File: config.mk
export PLATFORM = sky130hd
export DESIGN_NAME = seq_det_ctrl
export DESIGN_NICKNAME = d
export VERILOG_FILES = /design/src/rtl/seq_det_ctrl.sv
export SDC_FILE = /design/constraint.sdc
export NUM_CORES = 1
export LEC_CHECK = 0
export ABC_AREA = 1
export BUFFER_PORTS_ARGS = -buffer_cell sky130_fd_sc_hd__buf_2
export CORE_UTILIZATION = 30
export CTS_CLUSTER_SIZE = 40
export DETAILED_ROUTE_END_ITERATION = 10
export MAX_ROUTING_LAYER = met4
export SETUP_SLACK_MARGIN = 0.02
export SYNTH_ARGS = -nofsm -noshare
export SYNTH_HDL_FRONTEND = slang
export SYNTH_SLANG_ARGS = --single-unit
File: constraint.sdc
create_clock -name clk -period 2.61 [get_ports clk]
set_input_delay 0.522 -clock clk [delete_from_list [all_inputs] [get_ports clk]]
set_output_delay 0.522 -clock clk [all_outputs]
set_load 0.1 [all_outputs]
File: src/rtl/seq_det_ctrl.sv
// seq_det_ctrl: programmable serial pattern detector with arm/disarm
// sequencing, match counting and an optional match limit.
// Optional idle-gap auto-disarm is enabled by defining SEQ_TIMEOUT_EN.
//
// state | meaning
// IDLE  | disarmed, configuration accepted, waiting for start
// ARMED | sampling qualified bits, emitting match pulses
// DONE  | match limit reached, configuration accepted, start re-arms
module seq_det_ctrl #(
  parameter int               PAT_W       = 6,
  parameter logic [PAT_W-1:0] DEF_PATTERN = 6'b101010,
  parameter int               CNT_W       = 8,
  parameter int               TIMEOUT     = 16
) (
  input  logic             clk,
  input  logic             rst,
  input  logic             cfg_valid,
  output logic             cfg_ready,
  input  logic [PAT_W-1:0] cfg_pattern,
  input  logic [CNT_W-1:0] cfg_limit,
  input  logic             start,
  input  logic             abort,
  input  logic             x_valid,
  input  logic             x,
  output logic             z,
  output logic             busy,
  output logic             done,
  output logic             timeout,
  output logic [CNT_W-1:0] match_count
);

  localparam int BC_W = $clog2(PAT_W + 1);

  localparam logic [1:0] S_IDLE  = 2'd0;
  localparam logic [1:0] S_ARMED = 2'd1;
  localparam logic [1:0] S_DONE  = 2'd2;

  logic [1:0]       state;
  logic [PAT_W-1:0] pattern;
  logic [CNT_W-1:0] limit;
  logic [PAT_W-1:0] sr;
  logic [BC_W-1:0]  bit_cnt;

  logic [PAT_W-1:0] sr_next;
  logic [CNT_W-1:0] cnt_inc;
  logic             hit;
  logic             limit_hit;
  logic             arm;
  logic             tmo_fire;

  assign busy      = (state == S_ARMED);
  assign done      = (state == S_DONE);
  assign cfg_ready = (state != S_ARMED);

  assign sr_next   = {sr[PAT_W-2:0], x};
  // bit_cnt >= PAT_W-1 is the registered form of "bit_cnt+1 >= PAT_W"
  assign hit       = busy && x_valid && (sr_next == pattern) &&
                     (bit_cnt >= BC_W'(PAT_W - 1));
  assign cnt_inc   = (match_count == '1) ? match_count : match_count + 1'b1;
  assign limit_hit = hit && (limit != '0) && (cnt_inc >= limit);
  // abort outranks start; start is only honoured outside ARMED
  assign arm       = start && !abort && (state != S_ARMED);

`ifdef SEQ_TIMEOUT_EN
  localparam int IC_W = $clog2(TIMEOUT + 1);

  logic [IC_W-1:0] idle_cnt;

  assign tmo_fire = busy && !x_valid && (idle_cnt == IC_W'(TIMEOUT - 1));

  // Idle-gap counter: consecutive unqualified cycles while armed
  always_ff @(posedge clk or negedge rst) begin
    if (!rst) begin
      idle_cnt <= '0;
      timeout  <= 1'b0;
    end else begin
      timeout <= tmo_fire && !abort;
      if (arm || !busy || x_valid || tmo_fire) idle_cnt <= '0;
      else                                     idle_cnt <= idle_cnt + 1'b1;
    end
  end
`else
  assign tmo_fire = 1'b0;
  assign timeout  = 1'b0;
`endif

  // Configuration latch, shift history, match pulse/count and state sequencing
  always_ff @(posedge clk or negedge rst) begin
    if (!rst) begin
      state       <= S_IDLE;
      pattern     <= DEF_PATTERN;
      limit       <= '0;
      sr          <= '0;
      bit_cnt     <= '0;
      match_count <= '0;
      z           <= 1'b0;
    end else begin
      z <= hit;
      if (cfg_valid && cfg_ready) begin
        pattern <= cfg_pattern;
        limit   <= cfg_limit;
      end
      if (arm) begin
        state       <= S_ARMED;
        sr          <= '0;
        bit_cnt     <= '0;
        match_count <= '0;
      end else begin
        case (state)
          S_ARMED: begin
            if (x_valid) begin
              sr <= sr_next;
              if (bit_cnt != BC_W'(PAT_W)) bit_cnt <= bit_cnt + 1'b1;
            end
            if (hit) match_count <= cnt_inc;
            if (abort || tmo_fire) state <= S_IDLE;
            else if (limit_hit)    state <= S_DONE;
          end
          S_DONE: begin
            if (abort) state <= S_IDLE;
          end
          S_IDLE: ;
          default: state <= S_IDLE;
        endcase
      end
    end
  end

endmodule

; Yosys cells after proc, flatten, opt, wreduce, memory -nomap -nowiden
; Cells that the tools add are included.
[word_totals]
reg_bits = 33
out_inout_bits = 13
wordCells = 55
[op_classes]
add_sub_neg = 2
order_cmp = 2
n_eq_ne = 9
n_mux = 16
reduce_logical = 19
[op_table]
columns = cell, count
row1 = 2-to-1 mux 8 bit, 4
row2 = 2-to-1 mux 5 bit, 3
row3 = 2-to-1 mux 3 bit, 4
row4 = adder 8 x 1 -> 8 bit (second input constant), 1
row5 = == test 8 bit (second input constant), 1
row6 = >= comparator 8 bit, 1
row7 = logical AND 1 bit, 8
row8 = 2-to-1 mux 2 bit, 4
row9 = nonzero test 2 bit, 4
row10 = nonzero test 8 bit, 1
row11 = == test 6 bit, 1
row12 = case mux 2 bit (3 select lines), 1
row13 = AND reduction 3 bit, 2
row14 = != test 4 x 2 -> 1 bit (second input constant), 1
row15 = AND reduction 2 bit, 2
row16 = adder 3 x 1 -> 3 bit (second input constant), 1
row17 = >= comparator 3 bit (second input constant), 1
row18 = != test 3 x 2 -> 1 bit (second input constant), 1
row19 = != test 3 bit (second input constant), 1
row20 = == test 2 x 1 -> 1 bit (second input constant), 1
row21 = == test 2 bit (second input constant), 1
row22 = logical NOT 2 bit, 1
row23 = != test 2 x 1 -> 1 bit (second input constant), 1
row24 = != test 2 bit (second input constant), 1
row25 = logical NOT 1 bit, 1

; Longest topological paths before layout
[depth]
depth_word = 10
mapped_depth = 17
mapped_depth_nobuf = 17

; Worst setup path before layout
; OpenSTA, ideal clock, no wires.
[synth_path]
kind = register to register
from = register match_count[0]
to = register state[0]
t_arrival_ns = 2.783
path_slack_ns = -0.298
stages_incl_launch_ff = 15
n_path_buf = 0
period_less_slack_ns = 2.908
cell_sequence = dfrtp_1 -> ha_1 -> nand2_1 -> nor2_4 -> nand4_4 -> nand2_1 -> xor2_1 -> inv_1 -> ha_1 -> a21oi_1 -> o21a_1 -> nand2_1 -> nand3_2 -> nand2_1 -> nand2_1
[synth_between]
elab_chain_cells = 6
elab_cells_between_ends = 7
classes_between = add/sub (1) / order compare (1) / eq/ne (2) / mux (1) / reduce/logical (2)
[synth_lines]
columns = item, line_no
row1 = from (decl), 29  ; output logic [CNT_W-1:0] match_count
row2 = from (signal assigned), 115  ; if (hit) match_count <= cnt_inc;
row3 = adder 8 x 1 -> 8 bit / == test 8 bit (equally long branches), 59  ; assign cnt_inc = (match_count == '1) ? match_count : match_count + 1'b1;
row4 = 2-to-1 mux 8 bit (*), 59
row5 = >= comparator 8 bit (*), 60  ; assign limit_hit = hit && (limit != '0) && (cnt_inc >= limit);
row6 = logical AND 1 bit (*), 60
row7 = != test 4 x 2 -> 1 bit (no line) (*), n/a
row8 = AND reduction 3 bit (no line) (*), n/a
row9 = to (signal assigned), 90  ; state <= S_IDLE;
row10 = to (signal assigned), 104  ; state <= S_ARMED;
row11 = to (signal assigned), 116  ; if (abort || tmo_fire) state <= S_IDLE;
row12 = to (decl), 38  ; logic [1:0] state;
; Mark *: on every way between the ends. The rest lies on a longest branch, timed or not.
; A chain may end at the register's enable or synchronous reset.

; Worst setup path after layout
; Same ends and word-level chain as after synthesis.

==> results.yml <==
clock_tree:
  cts_tree: "built"
  cts_resized: 0
  clock_sinks: 33
  cts-root-buf: "clkbuf_8"
  cts_buffer_depth: 2
  htreeDepth: 2
  ctsHoldBuffers: 0
  post_cts_buffers: 0
  clk_latency_ns: 0.29
  clkSlewWorstSetupHoldPaths_ns: 0.07
  cts_made_buffers: 5
drt:
  ant_nets: 0
  dr.pass1.iters: 4
  routedWlPerCell_um: 11.1
  drt-initial-drc-count: 81
  vias: 1519
  wirelength_mm: 3.84
  drcViolationCount: 0
  via_per_inst: 4.40
worst_hold_path:
  hold_class: "primary input to asynchronous set/reset pin"
synth:
  yosysWarnings: 0
  synth_top_cell_area_share_pct: 39.6
  avgSynthCellArea_sq_um: 8.18
  syn-num-nets: 265
  synth_top_area_cell: "dfrtp_1"
  netlist_top_cells_area: "dfrtp_1, nand2_1, ha_1"
  netlist_instances: 232
  synth_seq_cells: 33
  ys_seq_area_share_pct: 43.7
  synth_area_sq_um: 1900
  yosysUniqueCellTypes: 25
timing:
  slew_violations: 0
  setup_slack_ns: 0.353
  rsz0062_at_grt: "false"
  period_needed_ns: 2.26
  fmax_ghz: 0.443
  hold_viol: 0
  fin_setup_tns_ns: 0
  skew_ns: 0.0142
  fin_crit_sh_pct: 86.5
  setup_viol: 0
  tightest_slew_ns: 0.756
  relSlewSlack_pct: 49.6
critical_path:
  crit_arrival_ns: 2.41
  rr_worst_depth: 14
  rr_startpoint: "match_count[0]"
  critPathMostFrequentCell: "nand2_1"
  endpoint_kind: "flop"
  worstSetupPathDepth: 14
  slowest_stage: "dfrtp_2"
  critical-path-top-delay-family: "simple AND/OR/NAND/NOR gates"
  r2r-end: "state[0]"
  path_max_fanout: 7
  crit_end: "state[0]"
  start_kind: "flop"
  regToRegSetupSlack_ns: 0.35
  crit_start: "match_count[0]"
  critPathBufInv: 1
  crit_path_max_incr_delay_ns: 0.41
  required_ns: 2.76
  crit_type: "flop to flop"
  path_cells: "ha_1, nand2_1, nor2_4, nand4_4, nand2_1, xor2_1, inv_1, ha_1, a21oi_1, o21a_1, nand2_1, nand3_2, nand2_1, nand2_1"
run:
  drv_cap: 0
floorplan:
  initial_core_util_pct: 31.5
  ios: 34
  die_h_um: 81.5
  fp.dieArea_sq_um: 6640
  core-area_sq_um: 6030
  num_rows: 28
  fp.dieW_um: 81.5
layout:
  fillers: 637
  fin_util_pct: 37.4
  nets: 302
  syn_to_final_growth_pct: 18.9
  drive_gt1_share_pct: 22.6
  diodes: 0
global_routing:
  grt.total_usage_pct: 13.8
  first_global_vias: 1519
  grt_pass1_wl_mm: 6.71
  grt_max_degree: 34
  grt_overflow: 0
  antenna_found_initial: 0
placement:
  routabilityCongestion: 0.806
  preCtsSetupSlack_ns: 0.359
  dp_hpwl_mm: 2.93
  port-buffer-count: 32
power_and_ir_drop:
  ir_worst_vdd_mv: 0.303
  power_leakage_uw: 0.00128
  p_per_area_nw_per_um2: 612
outcome:
  outcome: "completed"
## worst register-to-register path, delay by kind of cell, from the launching register on
kind	cells	cell delay [ns]
simple gates	8	0.74
fa+ha+maj	2	0.50
flops	1	0.41
compound gates	2	0.23
xor+xnor	1	0.19
buf+inv	1	0.07
## stage by stage
| stage | hold slack (ns) | total power [uW] | cells | cell area [sq um] |
|---|---|---|---|---|
| 2_1_floorplan | 0.226 | 839 | 232 | 1900 |
| 3_3_place_gp | 0.487 | 911 | 337 | 2150 |
| 3_5_place_dp | 0.488 | 920 | 337 | 2150 |
| 4_1_cts | 0.332 | 1400 | 345 | 2260 |
| 5_1_grt | 0.362 | 1470 | 345 | 2260 |
| 6_report | 0.303 | 1380 | 345 | 2260 |
## per-layer routing
layer | global-route usage, % | wire, um | vias up
met3 | 3.33 | 186 | 4
met2 | 22.7 | 1740 | 35
met5 | - | 0 | -
met4 | 4.82 | 41 | 0
li1 | - | - | 805
met1 | 16.5 | 1870 | 675
## registers in the layout, summed over array words and instances (netlist names)
signal,flops
state,2
bit_cnt,3
pattern,6
z,1
match_count,8
sr,5
limit,8
## cell usage in the layout (no fill, tap or decap), drive strengths merged
cell and instances:
clkinv 1, nand4 2, nor2 28, nor4 2, bufinv 1, xnor2 1, conb 1, dfrtp 30
nand3 10, inv 39, xor2 5, ha 12, o22ai 6, o21a 1, buf 33, clkbuf 6
mux2 2, a21oi 17, dfstp 3, nand2 61, o21ai 9
## logic make-up (layout without fill, tap and decap cells)
family	after synthesis	after routing	share of synthesized area (%)
muxes	2	2	1.19
AOI/OAI and AO/OA	33	33	9.23
DFF	33	33	43.7
adders and majority gates	12	12	7.92
buffers and inverters	42	80	8.64
other	1	1	0.198
and+or+nand+nor	103	103	26.3
xor gates and xnor gates	6	6	2.77
## power by group
group | internal, uW | total, uW | switching (uW) | leakage (uW)
registers | 579 | 621 | 42.0 | 0.000404
clock network | 283 | 475 | 191 | 0.0000552
logic | 94.2 | 284 | 189 | 0.000823
## Yosys cell counts (all sizes together)
master	n
nand2	61
inv	39
dfrtp	30
nor2	28
a21oi	17
ha	12
nand3	10
o21ai	9
o22ai	6
xor2	5
buf	3
dfstp	3
mux2	2
nand4	2
nor4	2
conb	1
o21a	1
xnor2	1
## area by class of cell
class                      instances  area, sq um  share of cell area [%]
clock buffer                       6         72.6                    3.22
timing repair buffer              33          168                    7.43
sequential                        33          837                    37.1
clock inverter                     2         35.0                    1.55
multi-input combinational        157          903                    40.0
tap                               75         93.8                    4.16
inverter                          39          146                    6.49
## worst min-delay path by stage
stage | endpoint | slack, ns | cells past startpoint
after detailed placement | pattern[3] | 0.49 | 2
after global routing | limit[5] | 0.36 | 1
after CTS | limit[5] | 0.33 | 1
after floorplan | bit_cnt[0] | 0.23 | 0
after global placement | pattern[3] | 0.49 | 2
final | match_count[6] | 0.30 | 1
No activity file was read; power rests on OpenSTA's default activity.
